## config.mk

```make
export PLATFORM = sky130hd
export DESIGN_NAME = pipeline_controller
export DESIGN_NICKNAME = d
export VERILOG_FILES = /design/src/rtl/pipeline_controller.sv
export SDC_FILE = /design/constraint.sdc
export NUM_CORES = 1
export LEC_CHECK = 0
export CAP_MARGIN = 20
export CORE_MARGIN = 2
export CORE_UTILIZATION = 40
export DETAILED_ROUTE_END_ITERATION = 8
export HOLD_SLACK_MARGIN = 0.02
export PLACE_DENSITY = 0.78
export SLEW_MARGIN = 20
export SYNTH_ARGS = -nofsm -noshare
export SYNTH_HDL_FRONTEND = slang
export SYNTH_SLANG_ARGS = --single-unit
```

## constraint.sdc

```tcl
create_clock -name clk -period 5.5 [get_ports clk]
set_input_delay 1.1 -clock clk [delete_from_list [all_inputs] [get_ports clk]]
set_output_delay 1.1 -clock clk [all_outputs]
set_load 0.01 [all_outputs]
```

## src/rtl/pipeline_controller.sv

```systemverilog
// Control sequencer for the fetch/decode/action pipeline: redirects, stalls, halt and interrupt entry.
// Optional build macro PIPE_PERF_CNT_EN adds saturating cycle/stall/flush counters.
module pipeline_controller #(
  parameter int                PC_SIZE  = 16,
  parameter logic [PC_SIZE-1:0] INT_BASE = 16'h0010
) (
  input  logic               clk,
  input  logic               n_rst,
  input  logic               d_valid,
  input  logic [PC_SIZE-1:0] d_pc,
  input  logic               d_halt,
  input  logic               d_interrupt,
  input  logic [3:0]         d_int_code,
  input  logic               d_branch,
  input  logic               predict_taken,
  input  logic               feedback_taken,
  input  logic [PC_SIZE-1:0] predict_target,
  input  logic [PC_SIZE-1:0] feedback_target,
  input  logic               a_mem_access,
  input  logic               mem_ready,
  input  logic               int_ack,
  input  logic               resume,
  output logic               fetch_en,
  output logic               pc_load,
  output logic [PC_SIZE-1:0] pc_target,
  output logic               decode_stall,
  output logic               decode_flush,
  output logic               action_hold,
  output logic               halted,
  output logic [PC_SIZE-1:0] epc,
  output logic               epc_valid
`ifdef PIPE_PERF_CNT_EN
  ,
  output logic [15:0]        perf_cycles,
  output logic [15:0]        perf_stalls,
  output logic [15:0]        perf_flushes
`endif
);

  localparam logic [2:0] START    = 3'd0;
  localparam logic [2:0] RUN      = 3'd1;
  localparam logic [2:0] REDIRECT = 3'd2;
  localparam logic [2:0] MEM_WAIT = 3'd3;
  localparam logic [2:0] DRAIN    = 3'd4;
  localparam logic [2:0] HALTED   = 3'd5;

  localparam logic [PC_SIZE-1:0] PC_ONE = {{(PC_SIZE-1){1'b0}}, 1'b1};

  logic [2:0]         state_q, state_d;
  logic [PC_SIZE-1:0] epc_q, epc_d;
  logic               epc_valid_q, epc_valid_d;
  logic [PC_SIZE-1:0] halt_pc_q, halt_pc_d;

  logic               mem_wait;
  logic               mispredict;
  logic [PC_SIZE-1:0] d_pc_inc;
  logic [PC_SIZE-1:0] halt_pc_inc;
  logic [PC_SIZE-1:0] int_target;

  assign mem_wait    = a_mem_access & ~mem_ready;
  assign mispredict  = d_branch & ((predict_taken != feedback_taken) |
                                   (feedback_taken & (predict_target != feedback_target)));
  assign d_pc_inc    = d_pc + PC_ONE;
  assign halt_pc_inc = halt_pc_q + PC_ONE;
  assign int_target  = {INT_BASE[PC_SIZE-1:4], d_int_code};

  assign epc       = epc_q;
  assign epc_valid = epc_valid_q;

  always_comb begin
    state_d      = state_q;
    epc_d        = epc_q;
    epc_valid_d  = epc_valid_q & ~int_ack;
    halt_pc_d    = halt_pc_q;
    fetch_en     = 1'b0;
    pc_load      = 1'b0;
    pc_target    = '0;
    decode_stall = 1'b0;
    decode_flush = 1'b0;
    action_hold  = 1'b0;
    halted       = 1'b0;

    case (state_q)
      START: begin
        decode_flush = 1'b1;
        state_d      = RUN;
      end

      RUN: begin
        fetch_en = 1'b1;
        if (mem_wait) begin
          fetch_en     = 1'b0;
          decode_stall = 1'b1;
          action_hold  = 1'b1;
          state_d      = MEM_WAIT;
        end else if (d_valid && d_halt) begin
          fetch_en     = 1'b0;
          decode_flush = 1'b1;
          halt_pc_d    = d_pc;
          state_d      = DRAIN;
        end else if (d_valid && d_interrupt) begin
          // A second interrupt while one is in service is simply dropped.
          if (!epc_valid_q) begin
            epc_d       = d_pc_inc;
            epc_valid_d = 1'b1;
            pc_load     = 1'b1;
            pc_target   = int_target;
            state_d     = REDIRECT;
          end
        end else if (d_valid && mispredict) begin
          pc_load   = 1'b1;
          pc_target = feedback_taken ? feedback_target : d_pc_inc;
          state_d   = REDIRECT;
        end
      end

      REDIRECT: begin
        decode_flush = 1'b1;
        // The wrong-path flush still happens when a mem wait starts here, but fetch must not run ahead.
        if (mem_wait) begin
          decode_stall = 1'b1;
          action_hold  = 1'b1;
          state_d      = MEM_WAIT;
        end else begin
          fetch_en = 1'b1;
          state_d  = RUN;
        end
      end

      MEM_WAIT: begin
        if (mem_ready) begin
          fetch_en = 1'b1;
          state_d  = RUN;
        end else begin
          decode_stall = 1'b1;
          action_hold  = 1'b1;
        end
      end

      DRAIN: begin
        decode_flush = 1'b1;
        if (mem_wait) begin
          action_hold = 1'b1;
        end else begin
          state_d = HALTED;
        end
      end

      HALTED: begin
        halted       = 1'b1;
        decode_flush = 1'b1;
        if (resume) begin
          pc_load   = 1'b1;
          pc_target = halt_pc_inc;
          state_d   = REDIRECT;
        end
      end

      default: begin
        decode_flush = 1'b1;
        state_d      = START;
      end
    endcase
  end

  always_ff @(posedge clk or negedge n_rst) begin
    if (!n_rst) begin
      state_q     <= START;
      epc_q       <= '0;
      epc_valid_q <= 1'b0;
      halt_pc_q   <= '0;
    end else begin
      state_q     <= state_d;
      epc_q       <= epc_d;
      epc_valid_q <= epc_valid_d;
      halt_pc_q   <= halt_pc_d;
    end
  end

`ifdef PIPE_PERF_CNT_EN
  logic [15:0] perf_cycles_q, perf_stalls_q, perf_flushes_q;
  logic        cnt_cycle, cnt_stall, cnt_flush;

  assign cnt_cycle = (state_q != HALTED);
  assign cnt_stall = (state_q == MEM_WAIT);
  assign cnt_flush = decode_flush && (state_q != START) && (state_q != HALTED);

  // Each counter sticks at all-ones rather than wrapping.
  always_ff @(posedge clk or negedge n_rst) begin
    if (!n_rst) begin
      perf_cycles_q  <= '0;
      perf_stalls_q  <= '0;
      perf_flushes_q <= '0;
    end else begin
      if (cnt_cycle && (perf_cycles_q != 16'hFFFF)) perf_cycles_q <= perf_cycles_q + 16'd1;
      if (cnt_stall && (perf_stalls_q != 16'hFFFF)) perf_stalls_q <= perf_stalls_q + 16'd1;
      if (cnt_flush && (perf_flushes_q != 16'hFFFF)) perf_flushes_q <= perf_flushes_q + 16'd1;
    end
  end

  assign perf_cycles  = perf_cycles_q;
  assign perf_stalls  = perf_stalls_q;
  assign perf_flushes = perf_flushes_q;
`endif

endmodule
```

Word level (Yosys, flattened, before mapping)
Index checks and enable logic that the tools add are counted.
{"block": "classes", "addsub": 2, "n_eq_ne": 12, "n_mux": 43, "n_bitwise": 10, "reduce_logical": 9}
{"cell": "$mux W16", "count": 6}
{"cell": "$add A16 B1 Y16 const B", "count": 2}
{"cell": "$pmux W16 S2", "count": 1}
{"cell": "$mux W3", "count": 8}
{"cell": "$mux W1", "count": 20}
{"cell": "$pmux W3 S6", "count": 1}
{"cell": "$ne A16 B16 Y1", "count": 1}
{"cell": "$ne A5 B5 Y1 const B", "count": 2}
{"cell": "$reduce_and A5 Y1", "count": 2}
{"cell": "$pmux W1 S2", "count": 4}
{"cell": "$eq A3 B2 Y1 const B", "count": 2}
{"cell": "$eq A3 B3 Y1 const B", "count": 2}
{"cell": "$ne A2 B2 Y1 const B", "count": 3}
{"cell": "$mux W5", "count": 1}
{"cell": "$not A1 Y1", "count": 5}
{"cell": "$and A1 B1 Y1", "count": 4}
{"cell": "$eq A3 B1 Y1 const B", "count": 1}
{"cell": "$logic_and A1 B1 Y1", "count": 3}
{"cell": "$logic_not A3 Y1", "count": 1}
{"cell": "$pmux W1 S3", "count": 1}
{"cell": "$reduce_and A3 Y1", "count": 1}
{"cell": "$reduce_or A3 Y1", "count": 1}
{"cell": "$mux W2", "count": 1}
{"cell": "$reduce_or A2 Y1", "count": 1}
{"cell": "2 further kinds", "count": 2}
{"block": "word_totals", "regBits": 36, "in_bits": 64}

Depth between registers and ports, before layout
Gate-level depths: netlist (run 1).
{"block": "logic_depth", "ltp_word": 10, "depth_mapped": 7, "ltp_nobuf": 6}

Least setup slack after synthesis (run 1)
Ideal clock, no wire load.
{"block": "synth_timing", "path_type": "input -> output", "from": "input port a_mem_access", "to": "output port pc_target[6]", "arrival_time_ps": 2801, "t_required_ps": 4400, "setup_slack_ps": 1599, "cell_stages": 5, "n_path_buf": 0, "cell_sequence": "nor2b_1 > or4b_4 > or4b_1 > a21o_1 > o32ai_2"}
{"block": "synth_between", "elab_chain_len": 3}
{"item": "start, declared", "line_no": "19", "text": "input logic a_mem_access,"}
{"item": "$and A1 B1 Y1", "line_no": "60", "text": "assign mem_wait = a_mem_access & ~mem_ready;"}
{"item": "$mux W16", "line_no": "91", "text": "if (mem_wait) begin"}
{"item": "$pmux W16 S2", "line_no": "83", "text": "case (state_q)"}
{"item": "end, declared", "line_no": "25", "text": "output logic [PC_SIZE-1:0] pc_target,"}
Every way passes these cells.

Worst setup path in the final report (run 1)
Same ends and word-level chain as after synthesis.

==> metrics.md, run 1 <==
| Metric | Value |
|---|---|
| Status | `finished clean` |
| Maximum level of the CTS H-tree | `2` |
| Synth Area in Simple Gates | `0.2495` |
| GRT Total Usage | `0.2311` |
| Crit path DAT | `4.16 ns` |
| Largest family of logic cells by synthesized area | `simple AND/OR/NAND/NOR gates` |
| Final Cycle Share | `0.9558` |
| Syn Nets | `around 370` |
| Net Sw Frac | `0.3696` |
| #FFs+latches synth | `36` |
| Crit path buffers/inverters | `2` |
| Placed cell count | `between 400 and 500` |
| Clock power share | `0.145` |
| Chip Width | `86.58 um` |
| Die area | `about 7500 um2` |
| CP Class | `in2out` |
| Crit-path cells | `clkdlybuf4s50_1 -> nor2b_1 -> or4b_4 -> or4b_1 -> a21o_1 -> o32ai_2 -> clkdlybuf4s50_1` |
| TritonCTS Buffers | `5` |
| Num ports | `103` |
| Root Driver | `clkbuf_8` |
| Multiplexer share of the synthesized area | `0.1069` |
| Num Clock Sinks | `36` |
| Most Frequent Cell on Critical Path | `clkdlybuf4s50_1` |
| Fraction of registers with async set/reset | `1.000` |
| Initial Utilization | `0.4082` |
| Setup Viol. Count Final | `0` |
| Max Clk Rate | `190.2 MHz` |
| Critical Path RT | `4.40 ns` |
| Cells after Synth | `307` |
| CTS tree | `done` |
| CTS max path bufs | `2` |
| Delay-heaviest family, CP | `simple AND/OR/NAND/NOR gates` |
| Max_slew headroom | `0.5100` |
| Fin crit period | `about 5.3 ns` |
| Antenna violations before repair | `0` |
| Sequential-to-total area share from yosys stat | `0.3303` |
| Layout Cells excl Fill | `489` |
| Peak supply drop | `between 0.2 and 0.25 mV` |
| Post-CTS sizing | `0` |
| Power Density | `357.5 nW/um2` |
| Main synth FF type | `dfrtp_1` |
| Final WS setup | `0.2430 ns` |
| EDFF count, synth | `0` |
| NetSw | `518.9 uW` |
| Vias per Instance | `5.528` |
| WL per Instance | `17.33 um` |
| Layout cells sized above 1 | `0.1100` |
| DR vias | `approximately 2700` |
| Slowest-stage cell, CP | `clkdlybuf4s50_1` |
| Synth-to-Final Area Change | `43.95%` |
| Most common cell after layout, fill and taps aside | `clkdlybuf4s50_1` |
| Largest net degree at the start of global routing | `37` |
| Compound-gate portion of the synthesized area | `0.1353` |
| Sequential Power Share | `0.366` |
| Gp weighted congestion | `0.9272` |
| Post-Route WL | `8473 um` |
| Die height | `86.58 um` |
| Adder-cell share of the synthesized area | `0.009174` |
| Hpwl dp | `6919 um` |
| Fillers | `596` |
| RSZ-0062 raised after global routing | `no` |
| Most frequent cells in the layout | `102 x clkdlybuf4s50_1, 39 x nand2_1, 36 x dfrtp_1` |
| Max-Cap Viols | `0` |
| Post-route DRC violation count | `0` |
| Ant. Diodes | `0` |
| Core area | `6681 um2` |
| Critical path peak fanout | `13` |
| Avg Cell Area, Syn | `between 8 and 9 um2` |
| Initial drt markers | `117` |
| Leak | `approximately 0.0015 uW` |
| Hold Crit Class | `reg2reg` |
| Crit end category | `output port` |
| Gate power share | `0.489` |
| Final setup skew | `0.006215 ns` |
| Worst-Margin Slew | `roughly 0.72 ns` |
| Final Max Slew Viols | `0` |
| Yosys Warn Count | `0` |
| Global-route wire length before repair | `roughly 13000 um` |
| IO buf count | `102` |
| Setup TNS | `0 ns` |
| Tot Pwr | `between 1000 and 1500 uW` |
| Cell internal pwr | `884.9 uW` |
| Synth Area in XOR/XNOR | `0.1413` |
| Setup bufs post-CTS | `0` |
| Hold_buf cts | `0` |
| Startpoint types | `input port` |
| Antenna Nets Post-Route | `0` |
| Dpl ws | `between 0.2 and 0.3 ns` |
| Syn Std Cell Area | `2728 um2` |
| Total grt overflow | `0` |
| CP max stage delay | `0.59 ns` |
| Drt pass-1 iters | `4` |
| Nets | `between 400 and 500` |
| FP Rows | `30` |
| Final Hold Violating Endpoints | `0` |
| Vias in the first global route | `2688` |
| Worst-Skew Late Latency | `0.29 ns` |
| Post-synth cell types | `40` |
| Clk slew on worst S/H paths | `about 0.070 ns` |
==> sequential cells by signal, summed over array words and instances (netlist names) <==
name / flops
epc: 16
epc_valid: 1
halt_pc_q: 16
state_q: 3
==> worst register-to-register path: cells and delay by family (launching register included) <==
family        cells  cell delay, ns
mux               1            0.36
simple gates      3            1.09
flops             1            0.48
buf+inv           1            0.27
==> logic make-up after synthesis <==
family | Yosys count
buf+inv | 16
xor+xnor | 44
compound gates | 49
simple gates | 133
mux | 27
flops | 36
fa+ha+maj | 2
==> layout make-up <==
cell class / instances / area [um2] / area share
Tap cell: 80 / 100.1 / 0.02549
Timing Repair Buffer: 108 / 1066 / 0.2715
Multi-Input combinational cell: 255 / 1752 / 0.4461
Inverter: 3 / 11.26 / 0.002868
Sequential cell: 36 / 900.9 / 0.2294
Clock buffer: 7 / 96.34 / 0.02454
==> worst paths after layout <==
kind                               from      endpoint  slack, ns  depth (start not counted)
max in group asynchronous         n_rst  halt_pc_q[5]       3.95                          2
min in group asynchronous         n_rst        epc[0]       1.22                          2
max                        a_mem_access  pc_target[6]       0.24                          7
max reg2reg                  state_q[1]       epc[12]       3.19                          5
min                              epc[1]        epc[1]       0.48                          2
min reg2reg                      epc[1]        epc[1]       0.48                          2
==> power by group through the flow <==
stage / Clock [uW] / Combinational (uW) / Sequential, uW
2_1_floorplan: 0 / 366 / 509
3_3_place_gp: 0 / 675 / 512
3_5_place_dp: 0 / 686 / 520
4_1_cts: 206 / 690 / 514
5_1_grt: 216 / 751 / 536
6_report: 204 / 687 / 513
==> stage by stage <==
stage / utilization / cell area, um2 / hold WS, ns
after detailed placement: 0.5732 / 3830 / 0.4612
after CTS: 0.5876 / 3926 / 0.4782
after global placement: 0.5732 / 3830 / 0.4537
final: 0.5876 / 3926 / 0.4831
after global routing: 0.5876 / 3926 / 0.5173
after floorplan: - / 2728 / 0.4990
==> synth_stat cells (8+ instances only) <==
master,number,share of area
nand4_1,15,0.034
xnor2_1,24,0.077
nand3_1,12,0.022
xor2_1,20,0.064
a21oi_1,10,0.018
nand2_1,39,0.054
mux2_2,17,0.070
o22ai_2,9,0.041
dfrtp_1,36,0.33
nor2_1,30,0.041
o21ai_0,14,0.026
clkbuf_1,9,0.012
nor3_1,8,0.015
mux2i_1,10,0.037
==> per-layer routing <==
| layer | wire (um) | track usage |
|---|---|---|
| met4 | 228 | 0.08807 |
| met2 | 4196 | 0.3881 |
| met3 | 393 | 0.03143 |
| met1 | 3656 | 0.3025 |
| met5 | 0 | 0 |
(Power assumes the default switching activity.)
==> run 2, diff against run 1 <==
--- a/config.mk
+++ b/config.mk
@@ -5,13 +5,12 @@
 export SDC_FILE = /design/constraint.sdc
 export NUM_CORES = 1
 export LEC_CHECK = 0
-export CAP_MARGIN = 20
 export CORE_MARGIN = 2
 export CORE_UTILIZATION = 40
 export DETAILED_ROUTE_END_ITERATION = 8
 export HOLD_SLACK_MARGIN = 0.02
 export PLACE_DENSITY = 0.78
-export SLEW_MARGIN = 20
+export SLEW_MARGIN = 30
 export SYNTH_ARGS = -nofsm -noshare
 export SYNTH_HDL_FRONTEND = slang
 export SYNTH_SLANG_ARGS = --single-unit
==> results of run 2 <==
The final DEF is identical to that of run 1; final timing and power are the same.
==> run 3, diff against run 2 <==
--- a/config.mk
+++ b/config.mk
@@ -10,7 +10,6 @@
 export DETAILED_ROUTE_END_ITERATION = 8
 export HOLD_SLACK_MARGIN = 0.02
 export PLACE_DENSITY = 0.78
-export SLEW_MARGIN = 30
 export SYNTH_ARGS = -nofsm -noshare
 export SYNTH_HDL_FRONTEND = slang
 export SYNTH_SLANG_ARGS = --single-unit
==> results of run 3 <==
The final DEF is identical to that of run 1; final timing and power are the same.
